===== src/rtl/ram_rd_pkg.sv =====
// Shared types and elaboration helpers for the RAM read packer.
// Default nibble/pack geometry lives here so the top and bench agree.
package ram_rd_pkg;

  typedef enum logic [1:0] {
    IDLE,
    RUN,
    DRAIN,
    DONE
  } state_t;

  localparam int DEF_DATA_W = 4;
  localparam int DEF_PACK   = 4;
  localparam int OUT_W      = DEF_DATA_W * DEF_PACK;

  function automatic bit rd_lat_ok(input int lat);
    return (lat == 1) || (lat == 2);
  endfunction

  function automatic bit depth_ok(input int d);
    return (d >= 2) && ((d & (d - 1)) == 0);
  endfunction

endpackage


===== src/rtl/ram_rd_packer_fifo.sv =====
// First-word-fall-through word buffer with occupancy count.
// Head reads as zero while empty so the stream bus idles clean.
module packer_fifo #(
  parameter int W     = 16,
  parameter int DEPTH = 4
) (
  input  logic                       clk,
  input  logic                       rst,
  input  logic                       wr_en,
  input  logic [W-1:0]               wr_data,
  input  logic                       rd_en,
  output logic [W-1:0]               rd_data,
  output logic                       empty,
  output logic [$clog2(DEPTH):0]     count
);

  localparam int AW = $clog2(DEPTH);

  logic [W-1:0]  mem [DEPTH];
  logic [AW-1:0] wp;
  logic [AW-1:0] rp;
  logic          full;
  logic          do_wr;
  logic          do_rd;

  assign empty   = (count == '0);
  assign full    = (count == (AW + 1)'(DEPTH));
  assign do_wr   = wr_en && (!full || rd_en);
  assign do_rd   = rd_en && !empty;
  assign rd_data = empty ? '0 : mem[rp];

  always_ff @(posedge clk) begin
    if (rst) begin
      wp    <= '0;
      rp    <= '0;
      count <= '0;
    end else begin
      if (do_wr) wp <= wp + 1'b1;
      if (do_rd) rp <= rp + 1'b1;
      unique case ({do_wr, do_rd})
        2'b10:   count <= count + 1'b1;
        2'b01:   count <= count - 1'b1;
        default: count <= count;
      endcase
    end
  end

  always_ff @(posedge clk) begin
    if (do_wr) mem[wp] <= wr_data;
  end

endmodule


===== src/rtl/ram_rd_packer.sv =====
// Walks RAM port B over an address range and packs nibbles into words.
// Word credits are taken at first-nibble issue so returns never stall.
module ram_rd_packer
  import ram_rd_pkg::*;
#(
  parameter int ADDR_W     = 11,
  parameter int DATA_W     = DEF_DATA_W,
  parameter int PACK       = DEF_PACK,
  parameter int RD_LAT     = 1,
  parameter int FIFO_DEPTH = 4
) (
  input  logic                     clk_50,
  input  logic                     rst,
  input  logic                     start,
  input  logic [ADDR_W-1:0]        base_addr,
  input  logic [15:0]              word_cnt,
  output logic                     busy,
  output logic                     done,
  output logic                     ram_enb,
  output logic [ADDR_W-1:0]        ram_addrb,
  input  logic [DATA_W-1:0]        ram_doutb,
  output logic [DATA_W*PACK-1:0]   m_data,
  output logic                     m_valid,
  input  logic                     m_ready
);

  localparam int OW = DATA_W * PACK;
  localparam int NW = (PACK > 1) ? $clog2(PACK) : 1;
  localparam int CW = $clog2(FIFO_DEPTH) + 1;
  localparam int LW = 16 + NW;

  if (!rd_lat_ok(RD_LAT)) begin : g_lat_chk
    $error("RD_LAT must be 1 or 2");
  end
  if (!depth_ok(FIFO_DEPTH)) begin : g_depth_chk
    $error("FIFO_DEPTH must be a power of 2 and >= 2");
  end

  state_t            state;
  state_t            state_nxt;
  logic [ADDR_W-1:0] addr;
  logic [ADDR_W-1:0] cur_addr;
  logic [LW-1:0]     rd_left;
  logic [LW-1:0]     cur_left;
  logic [NW-1:0]     nib;
  logic [NW-1:0]     cur_nib;
  logic [NW-1:0]     cap_nib;
  logic [CW-1:0]     reserved;
  logic [CW-1:0]     fcount;
  logic [CW:0]       occ;
  logic [RD_LAT-1:0] vpipe;
  logic [OW-1:0]     pack;
  logic [OW-1:0]     wdata;
  logic              launch;
  logic              active;
  logic              first;
  logic              last;
  logic              credit;
  logic              issue;
  logic              take;
  logic              ret;
  logic              fwr;
  logic              fempty;

  // IDLE issues the first read on the start edge itself
  assign launch   = (state == IDLE) && start && (word_cnt != '0);
  assign active   = launch || (state == RUN);
  assign cur_addr = (state == IDLE) ? base_addr : addr;
  assign cur_left = (state == IDLE) ? LW'(word_cnt) * LW'(PACK) : rd_left;
  assign cur_nib  = (state == IDLE) ? '0 : nib;
  assign first    = (cur_nib == '0);
  assign last     = (cur_nib == NW'(PACK - 1));
  assign occ      = (CW + 1)'(fcount) + (CW + 1)'(reserved);
  assign credit   = occ < (CW + 1)'(FIFO_DEPTH);
  assign issue    = active && (cur_left != '0) && (!first || credit);
  assign take     = issue && first;
  assign ret      = vpipe[RD_LAT-1];
  assign fwr      = ret && (cap_nib == NW'(PACK - 1));
  assign m_valid  = !fempty;

  always_comb begin
    wdata = pack;
    wdata[OW-DATA_W +: DATA_W] = ram_doutb;
  end

  always_comb begin
    state_nxt = state;
    unique case (state)
      IDLE: begin
        if (start) begin
          if (word_cnt == '0)
            state_nxt = DONE;
          else if (issue && cur_left == LW'(1))
            state_nxt = DRAIN;
          else
            state_nxt = RUN;
        end
      end
      RUN: begin
        if (issue && cur_left == LW'(1))
          state_nxt = DRAIN;
      end
      DRAIN: begin
        if (!ram_enb && vpipe == '0 && reserved == '0 && fempty)
          state_nxt = DONE;
      end
      DONE: state_nxt = IDLE;
    endcase
  end

  always_ff @(posedge clk_50) begin
    if (rst) begin
      state     <= IDLE;
      busy      <= 1'b0;
      done      <= 1'b0;
      ram_enb   <= 1'b0;
      ram_addrb <= '0;
      addr      <= '0;
      rd_left   <= '0;
      nib       <= '0;
      cap_nib   <= '0;
      reserved  <= '0;
      vpipe     <= '0;
      pack      <= '0;
    end else begin
      state   <= state_nxt;
      busy    <= (state_nxt == RUN) || (state_nxt == DRAIN);
      done    <= (state_nxt == DONE);
      ram_enb <= issue;
      if (issue) ram_addrb <= cur_addr;
      if (active) begin
        addr    <= issue ? cur_addr + 1'b1 : cur_addr;
        rd_left <= issue ? cur_left - 1'b1 : cur_left;
        nib     <= !issue ? cur_nib : (last ? '0 : cur_nib + 1'b1);
      end
      if (take && !fwr)
        reserved <= reserved + 1'b1;
      else if (fwr && !take)
        reserved <= reserved - 1'b1;
      vpipe <= RD_LAT'({vpipe, ram_enb});
      if (ret) begin
        pack[int'(cap_nib)*DATA_W +: DATA_W] <= ram_doutb;
        cap_nib <= (cap_nib == NW'(PACK - 1)) ? '0 : cap_nib + 1'b1;
      end
    end
  end

  packer_fifo #(
    .W     (OW),
    .DEPTH (FIFO_DEPTH)
  ) u_fifo (
    .clk     (clk_50),
    .rst     (rst),
    .wr_en   (fwr),
    .wr_data (wdata),
    .rd_en   (m_ready),
    .rd_data (m_data),
    .empty   (fempty),
    .count   (fcount)
  );

endmodule


===== config.mk =====
export PLATFORM = sky130hd
export DESIGN_NAME = ram_rd_packer
export DESIGN_NICKNAME = d
export VERILOG_FILES = /design/src/rtl/ram_rd_pkg.sv /design/src/rtl/ram_rd_packer_fifo.sv /design/src/rtl/ram_rd_packer.sv
export SDC_FILE = /design/constraint.sdc
export NUM_CORES = 1
export LEC_CHECK = 0
export ABC_AREA = 1
export CAP_MARGIN = 15
export CORE_ASPECT_RATIO = 0.8
export CORE_UTILIZATION = 42
export CTS_BUF_LIST = sky130_fd_sc_hd__clkbuf_2
export CTS_CLUSTER_DIAMETER = 50
export CTS_CLUSTER_SIZE = 40
export DETAILED_ROUTE_END_ITERATION = 7
export PLACE_DENSITY = 0.73
export SYNTH_ARGS = -nofsm -noshare
export SYNTH_HDL_FRONTEND = slang
export SYNTH_HIERARCHICAL = 1
export SYNTH_SLANG_ARGS = --single-unit

===== constraint.sdc =====
create_clock -name clk_50 -period 3.78 [get_ports clk_50]
set_input_delay 0.756 -clock clk_50 [delete_from_list [all_inputs] [get_ports clk_50]]
set_output_delay 0.756 -clock clk_50 [all_outputs]
set_load 0.01 [all_outputs]

== Yosys cells after proc, flatten, opt, wreduce, memory -nomap -nowiden ==
Memory sizes are Yosys's and may differ from the RTL's. A register that Yosys moved wholly into a read port is not among the register bits.
Index checks and enable logic that the tools add are counted.

* Register bits: 76
* Memories kept: 1
* RAM bits: 64

{| class="wikitable"
|+ Memories
! memory !! words !! width !! rd ports !! clocked after memory_dff !! write ports !! line !! RTL
|-
| u_fifo.mem || 4 || 16 || 1 || 1 || 1 || ram_rd_packer_fifo.sv:19 || <nowiki>logic [W-1:0] mem [DEPTH];</nowiki>
|}

* Add/sub/neg operators: 12
* Bitwise logic cells: 1
* Multiplexer cells: 23
* Shift-type cells: 2
* Eq/ne operators: 12
* Order comparisons: 1
* Reduce and logical (&&, ||, !) cells: 33

{| class="wikitable"
|+ Operators with widths
! operator !! count
|-
| 2-to-1 mux 18 bit || 2
|-
| negator 4 -> 33 bit || 1
|-
| variable shift 4 x 33 -> 16 bit, first input constant || 1
|-
| variable part select 4 x 33 -> 16 bit || 1
|-
| 2-to-1 mux 11 bit || 2
|-
| 2-to-1 mux 2 bit || 11
|-
| equality test 18 x 1 -> 1 bit, second input constant || 1
|-
| nonzero test 18 bit || 1
|-
| subtractor 18 x 1 -> 18 bit, second input constant || 1
|-
| bitwise mux 16 bit || 1
|-
| zero test 16 bit || 1
|-
| 2-to-1 mux 16 bit || 1
|-
| nonzero test 16 bit || 1
|-
| equality test 2 bit, second input constant || 7
|-
| logical AND 1 bit || 14
|-
| adder 11 x 1 -> 11 bit, second input constant || 1
|-
| adder 2 x 1 -> 2 bit, second input constant || 4
|-
| case mux 2 bit (4 select lines) || 1
|-
| adder 3 x 1 -> 3 bit, second input constant || 2
|-
| equality test 2 x 1 -> 1 bit, second input constant || 3
|-
| zero test 1 bit || 6
|-
| zero test 3 bit || 2
|-
| 2-to-1 mux 3 bit || 2
|-
| case mux 3 bit (2 select lines) || 1
|-
| other kinds (9) || 16
|}

== Longest topological paths before layout ==
Gate-level depths: netlist of the first run.

* Depth after elaboration: 13
* Gate-level depth with buffers: 19
* Depth with buffers taken out: 17

== By module ==
The synthesis of the first run kept the hierarchy.

{| class="wikitable"
|+ By module, submodules not included
! module !! times used !! area each (um2) !! cells an instance !! seq. area each (um2)
|-
| ram_rd_packer || 1 || 4,509.3 || 729 || 1,301.2
|-
| packer_fifo || 1 || 3,086.7 || 275 || 2,102.0
|}

== Worst setup path before layout of the first run ==
No wires, ideal clock.

* Kind: reg2reg
* Start point: register state[0]
* End point: register reserved[2]
* Path buffers: 3
* Path slack: 0.888 ns
* Data required time: 3.658 ns
* Stages on the path, launching flop included: 20
* Data arrival time: 2.770 ns
* Cells stage by stage: dfxtp_1 > nor2_4 > buf_6 > buf_2 > nor2_1 > inv_1 > ha_1 > nand3_4 > nor2_4 > nand3_4 > nand2_4 > buf_4 > nor2_1 > ha_1 > inv_1 > fa_1 > a21oi_1 > o21ai_0 > o21ai_0 > a21oi_1

* Word-level cells in the longest chain between the ends: 10
* Elaborated cells on any way between the ends: 19
* Classes of those cells: eq/ne: 1; mux: 3; reduce/logical: 15

{| class="wikitable"
|+ RTL lines
! element !! line !! RTL
|-
| from (decl) || ram_rd_packer.sv:39 || <nowiki>state_t state;</nowiki>
|-
| from (signal assigned) || ram_rd_packer.sv:126 || <nowiki>state <= state_nxt;</nowiki>
|-
| branches (longest 6 deep; another with 2-to-1 mux 18 bit) || n/a ||
|-
| logical AND 1 bit * || ram_rd_packer.sv:76 || <nowiki>assign take = issue && first;</nowiki>
|-
| zero test 1 bit || ram_rd_packer.sv:138 || <nowiki>else if (fwr && !take)</nowiki>
|-
| logical AND 1 bit || ram_rd_packer.sv:138 ||
|-
| nonzero test 2 bit (no line) || n/a ||
|-
| to (signal assigned) || ram_rd_packer.sv:137 || <nowiki>reserved <= reserved + 1'b1;</nowiki>
|-
| to (signal assigned) || ram_rd_packer.sv:139 || <nowiki>reserved <= reserved - 1'b1;</nowiki>
|-
| to (decl) || ram_rd_packer.sv:48 || <nowiki>logic [CW-1:0] reserved;</nowiki>
|}

Mark *: on every way between the ends.
A chain may end at the register's enable or synchronous reset.

==> results of run 1 <==
-- cells by family (layout without fill, tap and decap cells) --
logic type,count (synthesis),after routing,synth area share [%]
fa+ha+maj,20,20,3.49
flops,138,138,44.8
compound gates,118,118,8.38
other cells,0,2,0
simple gates,555,555,31.8
xor+xnor,11,11,1.27
buf+inv,162,235,10.3
-- cells in the mapped netlist, drive strengths merged --
cell	n	area share (%)
a31oi	1	0.082
or2	10	0.82
ha	18	3.0
xor2	10	1.2
buf	30	3.6
clkbuf	9	0.44
nor4	1	0.082
o21ai	72	5.1
nand3b	2	0.20
nand2	319	17
nand3	81	5.7
nor2	130	7.3
dfxtp	74	20
xnor2	1	0.12
inv	123	6.2
nor3	4	0.33
edfxtp	64	25
a21oi	45	3.2
nand4	8	0.66
fa	2	0.53
-- metrics by stage --
step / instance area [µm²] / hold WS [ns] / worst slack (ns) / power (µW)
after floorplan: 7600 / 0.459 / 0.888 / 2610
after global placement: 8330 / 0.432 / 0.589 / 2900
after detailed placement: 8330 / 0.454 / 0.554 / 2920
after CTS: 8580 / 0.504 / 0.274 / 3820
after global routing: 8590 / 0.501 / 0.0914 / 4040
final: 8590 / 0.503 / 0.329 / 3790
-- flip-flops by register name, indices dropped and copies added, names as in the netlist, 2 cells and up, named ones only --
name          count
u_fifo/wp         2
u_fifo/count      3
reserved          3
u_fifo/rp         2
rd_left          18
nib               2
pack             12
state             2
ram_addrb        11
addr             11
u_fifo/mem       64
cap_nib           2
-- cell usage in the layout (no fill, tap or decap), types with 3 or more instances in the layout --
master / synthesis / final
buf_4: 4 / 15
o21ai_1: 21 / 21
a21oi_1: 43 / 43
nand2_2: 24 / 24
clkbuf_2: 0 / 17
inv_6: 0 / 4
or2_2: 10 / 10
o21ai_0: 43 / 43
nor2_2: 6 / 6
nand2_1: 294 / 294
clkinv_8: 0 / 3
nand3_1: 78 / 78
nor3_1: 3 / 3
clkdlybuf4s50_1: 0 / 65
nor2_1: 117 / 117
inv_2: 10 / 10
inv_8: 1 / 7
xor2_1: 10 / 10
inv_1: 112 / 112
o21ai_2: 8 / 8
dfxtp_1: 74 / 74
ha_1: 18 / 18
nor2_4: 7 / 7
nand4_1: 8 / 8
edfxtp_1: 64 / 64
-- path summary, 6_finish.rpt --
path	cells past startpoint	endpoint	slack, ns	from
hold reg to reg	2	nib[0]	0.50	nib[0]
setup reg to reg	14	addr[6]	0.71	state[1]
hold / removal	2	nib[0]	0.50	nib[0]
setup / recovery	5	m_data[4]	0.33	flop
-- worst min-delay path, cell delays in order, from the launching register on --
cell     delay [ns]
dfxtp_1        0.36
nand2_1        0.07
a21oi_1        0.06
-- power by group --
part           switching (µW)  total (µW)  internal, µW  leakage, µW
logic                     705        1140           438      0.00251
registers                83.2        1750          1670      0.00120
clock network             668         892           225     0.000146
-- per-layer routing --
metal | GRT usage [%] | vias to the layer above | part of all wire, %
met5 | 0 | - | 0
met4 | 5.36 | 0 | 1.0
met3 | 3.74 | 15 | 6.3
met2 | 29.9 | 173 | 43
met1 | 26.9 | 2870 | 49
li1 | - | 3319 | -
-- layout make-up --
class | count | area share, %
multi-input cells | 704 | 39.7
flip-flops and latches | 138 | 39.6
repair buffers | 80 | 8.89
inverters | 123 | 5.46
well taps | 225 | 3.28
clock inverters | 15 | 1.94
clock buffers | 17 | 0.991
diodes | 2 | 0.0583
==> results_dict.tcl, run 1 <==
set metrics [dict create \
    status "finished, violations left" \
    violations "design-rule violations" \
    p_leak_uw 0.00385 \
    grt_max_degree 45 \
    crit_required_ns 3.02 \
    postRouteAntennaNets 0 \
    finClkSkew_ns 0.0414 \
    hold_viol 0 \
    routabilityCongestion 0.888 \
    ys_warn_count 6 \
    path_buf_inv 3 \
    dr.pass1.iters 7 \
    hold_buffers 0 \
    synth_area_um2 7600 \
    antenna_found_initial 1 \
    seq_area_um2 3400 \
    cts-htree-levels 4 \
    maxSlewViolCount 0 \
    maxCapViolations 0 \
    grt_pass1_wl_mm 28.2 \
    cts_post_setup_buffers_inserted 0 \
    crit_family "buffers and inverters" \
    synthDistinctLibCells 37 \
    die_h_um 122 \
    die-area_um2 18600 \
    wire_per_inst_um 12.8 \
    syn_area_per_cell_um2 7.57 \
    ir_drop_mv 0.204 \
    start_kind "flop" \
    slowest_delay_ns 0.57 \
    via_per_inst 4.89 \
    clockBufferDepth 2 \
    cts.repair.resized 0 \
    clockRootBuffer "clkbuf_2" \
    synth_seq_cells 138 \
    setup_violations 0 \
    multi_input_area_um2 3410 \
    die_w_um 152 \
    pwr_density_cell_nw_per_um2 441 \
    dp_hpwl_mm 11.2 \
    grt_pass1_vias 5754 \
    drive_gt1_share_pct 11.1 \
    synth_nets 1059 \
    end_kind "output pin" \
    fin_nets 1119 \
    cts_tree "built" \
    rsz0062_at_grt "false" \
    crit_slowest_cell "clkdlybuf4s50_1" \
    final.setup.tns_ns 0 \
    place_inst 1270 \
    drc 6 \
    worst_pin_slew_ns 0.655 \
    clk_pin_slew_ns 0.24 \
    clk_latency_ns 0.74 \
    fillers 1700 \
    critical_path_class "reg2out" \
    final.period_utilization_pct 91.3 \
    fin_cells 1304 \
    initial_utilization_pct 43.3 \
    ys_seq_area_share_pct 44.8 \
    ios 66 \
    cts.sinks 138 \
    hp-class "reg2reg" \
    core_area_um2 17500 \
    area_growth_pct 13.0 \
    synthCells 1004 \
    via_count 6377 \
    critPathMaxFanout 19 \
    grt_use_total_pct 19.1 \
    final_util_pct 49.0 \
    portBuffers 65 \
    fp-row-count 43 \
    drt-initial-drc-count 529 \
    numCtsBuffers 17 \
    period_needed_ns 3.45 \
    slew_headroom_pct 56.2 \
    crit_arrival_ns 2.70 \
    overflow 0 \
    drt_wl_total_mm 16.7 \
    max_freq_mhz 290 \
    cp_cell_sequence "inv_1 > buf_4 > nand2_1 > a21oi_1 > clkdlybuf4s50_1" \
]
(Power assumes the default switching activity.)
==> inputs of run 2 (changes only) <==
--- a/config.mk
+++ b/config.mk
@@ -7,13 +7,16 @@
 export LEC_CHECK = 0
 export ABC_AREA = 1
 export CAP_MARGIN = 15
+export CELL_PAD_IN_SITES_DETAIL_PLACEMENT = 1
+export CELL_PAD_IN_SITES_GLOBAL_PLACEMENT = 2
 export CORE_ASPECT_RATIO = 0.8
-export CORE_UTILIZATION = 42
+export CORE_MARGIN = 2
+export CORE_UTILIZATION = 35
 export CTS_BUF_LIST = sky130_fd_sc_hd__clkbuf_2
 export CTS_CLUSTER_DIAMETER = 50
 export CTS_CLUSTER_SIZE = 40
 export DETAILED_ROUTE_END_ITERATION = 7
-export PLACE_DENSITY = 0.73
+export PLACE_DENSITY = 0.94
 export SYNTH_ARGS = -nofsm -noshare
 export SYNTH_HDL_FRONTEND = slang
 export SYNTH_HIERARCHICAL = 1
==> run 2 against run 1 <==
  * The run now ends clean
  * Core utilization is 8.4 points lower
  * First-iteration DRC count is 31% lower
  * Routed wire length is 20% higher
  * Largest power group unchanged
==> results_dict.tcl, run 2 (synthesized netlist as in run 1, its figures left out) <==
set metrics [dict create \
    layout_commonest_cell "nand2_1" \
    crit_required_ns 3.02 \
    setup_violations 0 \
    max_freq_mhz 295 \
    final.setup.tns_ns 0 \
    clk_latency_ns 0.75 \
    via_per_inst 4.80 \
    initial_utilization_pct 35.4 \
    cts_tree "built" \
    clockRootBuffer "clkbuf_2" \
    core_area_um2 21400 \
    r2r_cells 14 \
    crit_slowest_cell "clkdlybuf4s50_1" \
    slew_headroom_pct 54.2 \
    top_regs "u_fifo/mem (64), rd_left (18), pack (12)" \
    critPathMaxFanout 18 \
    clk_pin_slew_ns 0.27 \
    cts.sinks 138 \
    overflow 0 \
    portBuffers 65 \
    rsz0062_at_grt "false" \
    crit_arrival_ns 2.63 \
    drc 0 \
    ios 66 \
    ir_drop_mv 0.178 \
    seqPwrFrac_pct 45.6 \
    wire_per_inst_um 14.8 \
    hold_buffers 0 \
    top_register "u_fifo/mem" \
    internal-power_uw 2340 \
    largest_reg_flops 64 \
    power_switching_uw 1520 \
    hp-class "reg2reg" \
    grt_pass1_vias 6406 \
    seq_area_um2 3400 \
    start_kind "flop" \
    sw_frac_of_total_pct 39.4 \
    crit_cells 6 \
    fin_total_pwr_uw 3860 \
    p_leak_uw 0.00388 \
    maxSlewViolCount 0 \
    fp-row-count 48 \
    period_needed_ns 3.39 \
    combinationalPowerShare_pct 30.5 \
    crit_family "buffers and inverters" \
    pwr_density_cell_nw_per_um2 444 \
    antenna_found_initial 1 \
    hold_depth 0 \
    fillers 2693 \
    clockBufferDepth 2 \
    routabilityCongestion 0.827 \
    multi_input_area_um2 3410 \
    die_w_um 169 \
    maxCapViolations 0 \
    grt_max_degree 58 \
    drt-initial-drc-count 364 \
    hold_viol 0 \
    dp_hpwl_mm 14.2 \
    area_growth_pct 14.6 \
    drive_gt1_share_pct 11.7 \
    via_count 6509 \
    layout_common_cells "294 x nand2_1, 117 x nor2_1, 111 x inv_1, 78 x nand3_1, 73 x dfxtp_1" \
    critical_path_class "reg2out" \
    fin_nets 1123 \
    path_buf_inv 2 \
    final.period_utilization_pct 89.6 \
    drt_wl_total_mm 20.1 \
    slowest_delay_ns 0.61 \
    finClkSkew_ns 0.0516 \
    worst_pin_slew_ns 0.684 \
    end_kind "output pin" \
    die-area_um2 22900 \
    reg2reg_slack_ns 0.61 \
    grt_pass1_wl_mm 32.8 \
    postRouteAntennaNets 0 \
    cts-htree-levels 4 \
    dr.pass1.iters 4 \
    cp_cell_sequence "buf_4 > nor2_1 > nor2_1 > o21ai_1 > a21oi_1 > clkdlybuf4s50_1" \
    crit_top_cell "nor2_1" \
    die_h_um 136 \
    pwr-share-clk_pct 23.9 \
    status "finished clean" \
    numCtsBuffers 17 \
    grt_use_total_pct 18.1 \
]
## run 2: final cells by class
cell class | count | share of cell area [%]
multi-input cells | 704 | 39.2
flip-flops and latches | 138 | 39.1
repair buffers | 84 | 9.26
inverters | 123 | 5.43
well taps | 275 | 3.95
clock inverters | 15 | 2.01
clock buffers | 17 | 0.978
diodes | 1 | 0.0288
## run 2: power groups by stage
stage / registers [µW] / clock network (µW) / logic (µW)
4_1_cts: 1760 / 955 / 1190
5_1_grt: 1780 / 1030 / 1330
3_3_place_gp: 1790 / 0 / 1160
6_report: 1760 / 925 / 1180
2_1_floorplan: 1780 / 0 / 829
3_5_place_dp: 1790 / 0 / 1180
## run 2: through the flow
stage | cells | instance area [µm²] | utilization [%] | setup slack [ns] | hold slack (ns)
finish | 1357 | 8700 | 40.6 | 0.392 | 0.504
global route | 1357 | 8700 | 40.6 | 0.142 | 0.508
CTS | 1352 | 8670 | 40.4 | 0.106 | 0.512
detailed placement | 1320 | 8410 | 39.2 | 0.536 | 0.479
global placement | 1320 | 8410 | 39.2 | 0.561 | 0.464
floorplan | 1004 | 7600 | - | 0.888 | 0.459
## run 2: what timing repair did
item,in CTS,in global routing
buffers inserted,0,4
endpoints found under the setup margin,0,2
resized for setup,0,2
## run 2: final timing paths
path                                    endpoint      from
worst max register to register       reserved[1]  state[0]
worst min register to register  u_fifo/mem[3][0]   pack[0]
worst max-delay path                   m_data[9]      flop
worst min-delay path            u_fifo/mem[3][0]   pack[0]
## run 2: metal layers
| layer | GRT usage [%] | wire, µm | vias up |
|---|---|---|---|
| met5 | 0 | 0 | - |
| met1 | 25.9 | 10200 | 3052 |
| li1 | - | - | 3319 |
| met2 | 28.4 | 8750 | 130 |
| met4 | 3.35 | 129 | 0 |
| met3 | 3.77 | 936 | 8 |
